--- src/rtl/snn_batch_runner.sv ---
`default_nettype none
// ============================================================================
//  Module   : snn_batch_runner
//  Purpose  : Batch self-check engine for snn_core. Loads each stored image into
//             the core's input RAM, runs the core and scores the result against
//             the stored label. SNN_BATCH_STOP_ON_FAIL_EN ends a batch at the
//             first failing sample.
//  Revision : 1.0  initial release
// ============================================================================
module snn_batch_runner #(
  parameter int NUM_SAMPLES = 16,
  parameter int IMG_PIXELS  = 784,
  parameter int IMG_ADDR_W  = 10,
  parameter int DIGIT_W     = 4,
  parameter int TIMEOUT_CYC = 65535,
  localparam int IDX_W      = (NUM_SAMPLES > 1) ? $clog2(NUM_SAMPLES) : 1,
  localparam int CNT_W      = $clog2(NUM_SAMPLES + 1)
) (
  input  logic                        clk,
  input  logic                        rst_n,
  input  logic                        run,
  input  logic                        abort,
  output logic [IDX_W+IMG_ADDR_W-1:0] smp_addr,
  input  logic                        smp_q,
  output logic [IDX_W-1:0]            lbl_addr,
  input  logic [DIGIT_W-1:0]          lbl_q,
  output logic                        ram_own,
  output logic                        in_we,
  output logic [IMG_ADDR_W-1:0]       in_addr,
  output logic                        in_data,
  output logic                        core_start,
  input  logic                        core_done,
  input  logic [DIGIT_W-1:0]          core_digit,
  output logic                        busy,
  output logic                        batch_done,
  output logic [CNT_W-1:0]            pass_cnt,
  output logic [CNT_W-1:0]            fail_cnt,
  output logic                        timeout_seen,
  output logic [DIGIT_W-1:0]          last_digit
);

  localparam int PIX_W = IMG_ADDR_W + 1;
  localparam int TMO_W = (TIMEOUT_CYC > 1) ? $clog2(TIMEOUT_CYC + 1) : 1;

`ifdef SNN_BATCH_STOP_ON_FAIL_EN
  localparam bit STOP_ON_FAIL = 1'b1;
`else
  localparam bit STOP_ON_FAIL = 1'b0;
`endif

  localparam logic [2:0] S_IDLE   = 3'd0;
  localparam logic [2:0] S_LOAD   = 3'd1;
  localparam logic [2:0] S_LABEL  = 3'd2;
  localparam logic [2:0] S_START  = 3'd3;
  localparam logic [2:0] S_WAIT   = 3'd4;
  localparam logic [2:0] S_CMP    = 3'd5;
  localparam logic [2:0] S_FINISH = 3'd6;

  logic [2:0]         state_q, state_d;
  logic [IDX_W-1:0]   idx_q, idx_d;
  logic [PIX_W-1:0]   pix_q, pix_d;
  logic               lbl_ph_q, lbl_ph_d;
  logic [DIGIT_W-1:0] label_q, label_d;
  logic [TMO_W-1:0]   tmo_q, tmo_d;
  logic               done_prev_q, done_prev_d;
  logic [CNT_W-1:0]   pass_cnt_q, pass_cnt_d;
  logic [CNT_W-1:0]   fail_cnt_q, fail_cnt_d;
  logic               tmo_seen_q, tmo_seen_d;
  logic [DIGIT_W-1:0] last_digit_q, last_digit_d;
  logic               done_rise;
  logic               sample_end;
  logic               sample_fail;

  always_ff @(posedge clk or negedge rst_n) begin
    if (!rst_n) begin
      state_q      <= S_IDLE;
      idx_q        <= '0;
      pix_q        <= '0;
      lbl_ph_q     <= 1'b0;
      label_q      <= '0;
      tmo_q        <= '0;
      done_prev_q  <= 1'b0;
      pass_cnt_q   <= '0;
      fail_cnt_q   <= '0;
      tmo_seen_q   <= 1'b0;
      last_digit_q <= '0;
    end else begin
      state_q      <= state_d;
      idx_q        <= idx_d;
      pix_q        <= pix_d;
      lbl_ph_q     <= lbl_ph_d;
      label_q      <= label_d;
      tmo_q        <= tmo_d;
      done_prev_q  <= done_prev_d;
      pass_cnt_q   <= pass_cnt_d;
      fail_cnt_q   <= fail_cnt_d;
      tmo_seen_q   <= tmo_seen_d;
      last_digit_q <= last_digit_d;
    end
  end

  always_comb begin
    state_d      = state_q;
    idx_d        = idx_q;
    pix_d        = pix_q;
    lbl_ph_d     = lbl_ph_q;
    label_d      = label_q;
    tmo_d        = tmo_q;
    done_prev_d  = core_done;
    pass_cnt_d   = pass_cnt_q;
    fail_cnt_d   = fail_cnt_q;
    tmo_seen_d   = tmo_seen_q;
    last_digit_d = last_digit_q;
    // A done level already high through START shows no rising edge in WAIT.
    done_rise    = core_done & ~done_prev_q;
    sample_end   = 1'b0;
    sample_fail  = 1'b0;

    case (state_q)
      S_IDLE: begin
        if (run && !abort) begin
          state_d    = S_LOAD;
          idx_d      = '0;
          pix_d      = '0;
          pass_cnt_d = '0;
          fail_cnt_d = '0;
          tmo_seen_d = 1'b0;
        end
      end
      S_LOAD: begin
        pix_d = pix_q + PIX_W'(1);
        if (pix_q == PIX_W'(IMG_PIXELS)) begin
          state_d  = S_LABEL;
          lbl_ph_d = 1'b0;
        end
      end
      S_LABEL: begin
        lbl_ph_d = 1'b1;
        if (lbl_ph_q) begin
          label_d = lbl_q;
          state_d = S_START;
        end
      end
      S_START: begin
        tmo_d   = '0;
        state_d = S_WAIT;
      end
      S_WAIT: begin
        if (done_rise) begin
          last_digit_d = core_digit;
          state_d      = S_CMP;
        end else if (tmo_q == TMO_W'(TIMEOUT_CYC - 1)) begin
          fail_cnt_d  = fail_cnt_q + CNT_W'(1);
          tmo_seen_d  = 1'b1;
          sample_end  = 1'b1;
          sample_fail = 1'b1;
        end else begin
          tmo_d = tmo_q + TMO_W'(1);
        end
      end
      S_CMP: begin
        sample_end = 1'b1;
        if (last_digit_q == label_q) begin
          pass_cnt_d = pass_cnt_q + CNT_W'(1);
        end else begin
          fail_cnt_d  = fail_cnt_q + CNT_W'(1);
          sample_fail = 1'b1;
        end
      end
      S_FINISH: state_d = S_IDLE;
      default:  state_d = S_IDLE;
    endcase

    if (sample_end) begin
      if ((idx_q == IDX_W'(NUM_SAMPLES - 1)) || (STOP_ON_FAIL && sample_fail)) begin
        state_d = S_FINISH;
      end else begin
        state_d = S_LOAD;
        idx_d   = idx_q + IDX_W'(1);
        pix_d   = '0;
      end
    end

    if (abort) begin
      state_d      = S_IDLE;
      pass_cnt_d   = pass_cnt_q;
      fail_cnt_d   = fail_cnt_q;
      tmo_seen_d   = tmo_seen_q;
      last_digit_d = last_digit_q;
    end
  end

  always_comb begin
    busy       = 1'b0;
    batch_done = 1'b0;
    ram_own    = 1'b0;
    in_we      = 1'b0;
    in_addr    = '0;
    in_data    = 1'b0;
    smp_addr   = '0;
    lbl_addr   = '0;
    core_start = 1'b0;
    case (state_q)
      S_LOAD: begin
        busy     = 1'b1;
        ram_own  = ~abort;
        smp_addr = {idx_q, pix_q[IMG_ADDR_W-1:0]};
        // Store read latency: pixel issued last cycle is written this cycle.
        if (pix_q != '0) begin
          in_we   = ~abort;
          in_addr = pix_q[IMG_ADDR_W-1:0] - IMG_ADDR_W'(1);
          in_data = smp_q;
        end
      end
      S_LABEL: begin
        busy     = 1'b1;
        lbl_addr = idx_q;
      end
      S_START: begin
        busy       = 1'b1;
        core_start = ~abort;
      end
      S_WAIT, S_CMP: busy = 1'b1;
      S_FINISH:      batch_done = ~abort;
      default: ;
    endcase
  end

  assign pass_cnt     = pass_cnt_q;
  assign fail_cnt     = fail_cnt_q;
  assign timeout_seen = tmo_seen_q;
  assign last_digit   = last_digit_q;

endmodule
`default_nettype wire

--- config.mk ---
export PLATFORM = sky130hd
export DESIGN_NAME = snn_batch_runner
export DESIGN_NICKNAME = d
export VERILOG_FILES = /design/src/rtl/snn_batch_runner.sv
export SDC_FILE = /design/constraint.sdc
export NUM_CORES = 1
export LEC_CHECK = 0
export CORE_MARGIN = 3
export CORE_UTILIZATION = 30
export CTS_CLUSTER_DIAMETER = 150
export DETAILED_ROUTE_END_ITERATION = 10
export PLACE_DENSITY = 0.5
export SYNTH_ARGS = -nofsm -noshare
export SYNTH_HDL_FRONTEND = slang
export SYNTH_SLANG_ARGS = --single-unit
--- constraint.sdc ---
create_clock -name clk -period 2.7 [get_ports clk]
set_input_delay 0.54 -clock clk [delete_from_list [all_inputs] [get_ports clk]]
set_output_delay 0.54 -clock clk [all_outputs]
set_load 0.03 [all_outputs]
==> results.md <==
* Post-synth cell types at 58
* Status: completed
* Largest net degree at the start of global routing at 56
* Num CTS Buffers at 5
* Top-area cell type share of the netlist area at 0.385
* MaxCap Viol Count at 0
* Crit path time final at 2.60 ns
* Wirelength per Cell at 15.7 um
* VDD IR max at 0.260 mV
* Syn avg cell area at 8.84 um^2
* Max frequency at 385 MHz
* Actual slew at the worst max-slew pin at around 0.74 ns
* WS Path Type: register to primary output
* Worst path slowest cell: clkdlybuf4s50_1
* IO Pins at 63
* Main flop type after synthesis: dfrtp_1
* Share of cells above drive strength 1 at 0.164
* CTS Hold Bufs at 0
* Leak pwr at around 1.9 nW
* CP peak stage delay at 0.68 ns
* Avg Vias per Cell at 5.21
* Port buffer count at 62
* Drt total wl at 9510 um
* CP Launch Type: register
* First-pass DRT Iterations at 4
* WP data required at 2.16 ns
* Area contributors post-synth: dfrtp_1 (39%), nor2_1 (5.5%), xnor2_1 (3.7%)
* CP max FO at 7
* Clk sink count at 55
* ANT cells at 0
* Crit path DAT at 2.06 ns
* Clock-pin slew on the worst setup and hold paths at 0.07 ns
* Int Pwr at slightly below 2 mW
* Sw Pwr at 1.45 mW
* Switching Share at 0.428
* Skew-Pair Late Insertion Delay at 0.30 ns
* Antenna viol nets, final at 0
* Clock share of power at 0.192
* Synthesis-stage register bit count at 55
* Final clock skew at 0.0128 ns
* Total power at between 3 and 4 mW
* Worst-case clock buffer depth at 2
* Cell breakdown of the critical path: nor2_1 > and3_1 > clkdlybuf4s50_1
* Placed Area at 4320 um^2
* Placer congestion estimate at 0.797
* Via count at 3160
* Core outline area at 11500 um^2
* Nets@finish at between 400 and 500
* Synth Instances at 404
* R2R setup slack at 0.51 ns
* GRT Util Overall at 0.147
* EDFF count, synth at 0
* Number of global-route vias before repair at 3213
* Worst Setup End Kind: primary output
* Residual DRC at 0
* Sequential power share at 0.351
* Die height at 115 um
* Final hold vios at 0
* Setup crit start: state_q[0]$_DFFE_PN0P_
* Headroom to the max-slew limit at 0.507
* Layout area overhead at 25.0%
* Syn Nets at 426
* Full die area at 13300 um^2
* Die W at 115 um
* Initial antenna violation count at 0
* RSZ-0062 raised after global routing: false
* Post-CTS setup buffers at 0
* Cell area after layout at roughly 4500 um^2
* Worst reg2reg endpoint: idx_q[1]$_DFF_PN0_
* CTS H-tree lvls at 2
* Slew Viols, Final at 0
* Yosys warning total at 0
* Comb pwr share at 0.457
* Hold WS at 0.399 ns
* Sum Neg Setup Slack at 0 ns
* Crit share post-route at 0.961
* # setup viols final at 0
* CTS root buf: clkbuf_16
* First-pass GRT wire length at 16100 um
* Critical path depth at 3
* Register area share after synthesis at 0.385
* Delay-heaviest family, CP: buffers and inverters
* Power Density at 760 nW/um^2
* Asr flop ratio synth at 1.00
* Synth area leader: dfrtp_1
* Initial DRC count at between 100 and 150
* Hpwl dp at a little under 7000 um
* RR Startpoint: tmo_q[0]$_DFFE_PN0P_
* Grt total ovfl at 0
* Row count at 39
* PostCTS Resize Cnt at 0
* CTS tree: yes
* Post-layout util at 0.388
* CP Buf/Inv Count at 1
* Initial Util at 0.310
* Cells on worst reg2reg path at 7
* Syn Std Cell Area at 3570 um^2
* CP Capture Point: lbl_addr[1]
* Hold WC Path Type: primary input to asynchronous set/reset pin
==> how the worst min path moves through the flow <==
stage                           startpoint  slack, ns                endpoint  cells after the start
floorplan                            rst_n       0.24   done_prev_q$_DFF_PN0_                      0
global placement    label_q[1]$_DFFE_PN0P_       0.51  label_q[1]$_DFFE_PN0P_                      1
detailed placement  label_q[1]$_DFFE_PN0P_       0.52  label_q[1]$_DFFE_PN0P_                      1
CTS                                  rst_n       0.44    lbl_ph_q$_DFFE_PN0P_                      2
global route                         rst_n       0.48    tmo_q[9]$_DFFE_PN0P_                      2
finish                               rst_n       0.40      pix_q[7]$_DFF_PN0_                      2
==> layer usage <==
metal / vias up / part of all wire / global-route usage
li1: 1547 / - / -
met1: 1571 / 0.50 / 0.217
met2: 38 / 0.47 / 0.231
met3: 4 / 0.025 / 0.0221
met4: 0 / 0.0067 / 0.0258
met5: - / 0 / 0
==> synthesized netlist by cell type (2+ instances only) <==
| library cell | number |
|---|---|
| nand4_4 | 2 |
| buf_2 | 3 |
| clkbuf_1 | 19 |
| o22ai_1 | 3 |
| nor4_1 | 8 |
| o21ai_0 | 16 |
| o211ai_1 | 2 |
| nor4b_1 | 2 |
| mux2_2 | 9 |
| inv_1 | 14 |
| and3_1 | 6 |
| buf_4 | 4 |
| o31ai_1 | 5 |
| nor2b_1 | 5 |
| or3_1 | 12 |
| nand3_1 | 14 |
| buf_1 | 2 |
| nand2_1 | 29 |
| a22oi_1 | 2 |
| a211oi_1 | 5 |
| or4_1 | 4 |
| nand3b_1 | 3 |
| a21oi_1 | 21 |
| o21a_1 | 4 |
| xor2_1 | 8 |
| nor4_4 | 2 |
| xnor2_1 | 15 |
| a221oi_1 | 3 |
| nor2_1 | 52 |
| a41o_1 | 2 |
| o311ai_0 | 3 |
| a311oi_1 | 2 |
| a31oi_1 | 3 |
| and2_1 | 15 |
| ha_1 | 8 |
| dfrtp_1 | 55 |
| nor3_1 | 9 |
| mux2i_1 | 4 |
| nand2b_1 | 5 |
| nand4_1 | 6 |
==> cells by family (layout without fill, tap and decap cells) <==
logic type | count (synthesis) | in the layout | share of synthesized area
and+or+nand+nor | 184 | 184 | 0.287
AOI/OAI and AO/OA | 79 | 79 | 0.154
DFF | 55 | 55 | 0.385
buffers and inverters | 42 | 101 | 0.0494
xor gates and xnor gates | 23 | 23 | 0.0564
muxes | 13 | 13 | 0.0396
adders and majority gates | 8 | 8 | 0.0280
==> registers in the layout, indices dropped and copies added (netlist names) <==
register / cells
done_prev_q: 1
fail_cnt: 5
idx_q: 4
label_q: 4
last_digit: 4
lbl_ph_q: 1
pass_cnt: 5
pix_q: 11
state_q: 3
timeout_seen: 1
tmo_q: 16
==> cell type report <==
| type | count | area [um^2] |
|---|---|---|
| fillers | 1176 | 7050 |
| multi-input cells | 307 | 2020 |
| flip-flops and latches | 55 | 1380 |
| repair buffers | 79 | 693 |
| well taps | 143 | 179 |
| clock buffers | 6 | 129 |
| inverters | 14 | 52.6 |
| clock inverters | 2 | 12.5 |
==> cell usage in the layout, fill, tap and decap left out, types with 5 or more instances in the layout <==
| cell | count |
|---|---|
| xnor2_1 | 15 |
| nor3_1 | 9 |
| nor2_1 | 51 |
| o31ai_1 | 5 |
| nor4_1 | 8 |
| xor2_1 | 8 |
| nand2_1 | 29 |
| and2_1 | 15 |
| mux2_2 | 9 |
| inv_1 | 14 |
| and3_1 | 6 |
| nand3_1 | 14 |
| buf_4 | 43 |
| nand2b_1 | 5 |
| o21ai_0 | 16 |
| or3_1 | 12 |
| nand4_1 | 6 |
| dfrtp_1 | 55 |
| clkdlybuf4s50_1 | 32 |
| clkbuf_16 | 5 |
| a211oi_1 | 5 |
| a21oi_1 | 21 |
| nor2b_1 | 5 |
| ha_1 | 8 |
==> power groups by stage <==
stage                     clock, mW  combinational (mW)  sequential (mW)
after global placement            0                1.54             1.20
after detailed placement          0                1.56             1.20
final                         0.651                1.55             1.19
after CTS                     0.668                1.57             1.19
after global routing          0.704                1.72             1.22
after floorplan                   0                1.09             1.17
==> per-stage QoR <==
| stage | std cells | worst slack, ns |
|---|---|---|
| after floorplan | 404 | 0.225 |
| after global routing | 606 | 0.00799 |
| final | 606 | 0.104 |
| after global placement | 598 | 0.259 |
| after detailed placement | 598 | 0.264 |
| after CTS | 606 | 0.0837 |
(Power assumes the default switching activity.)
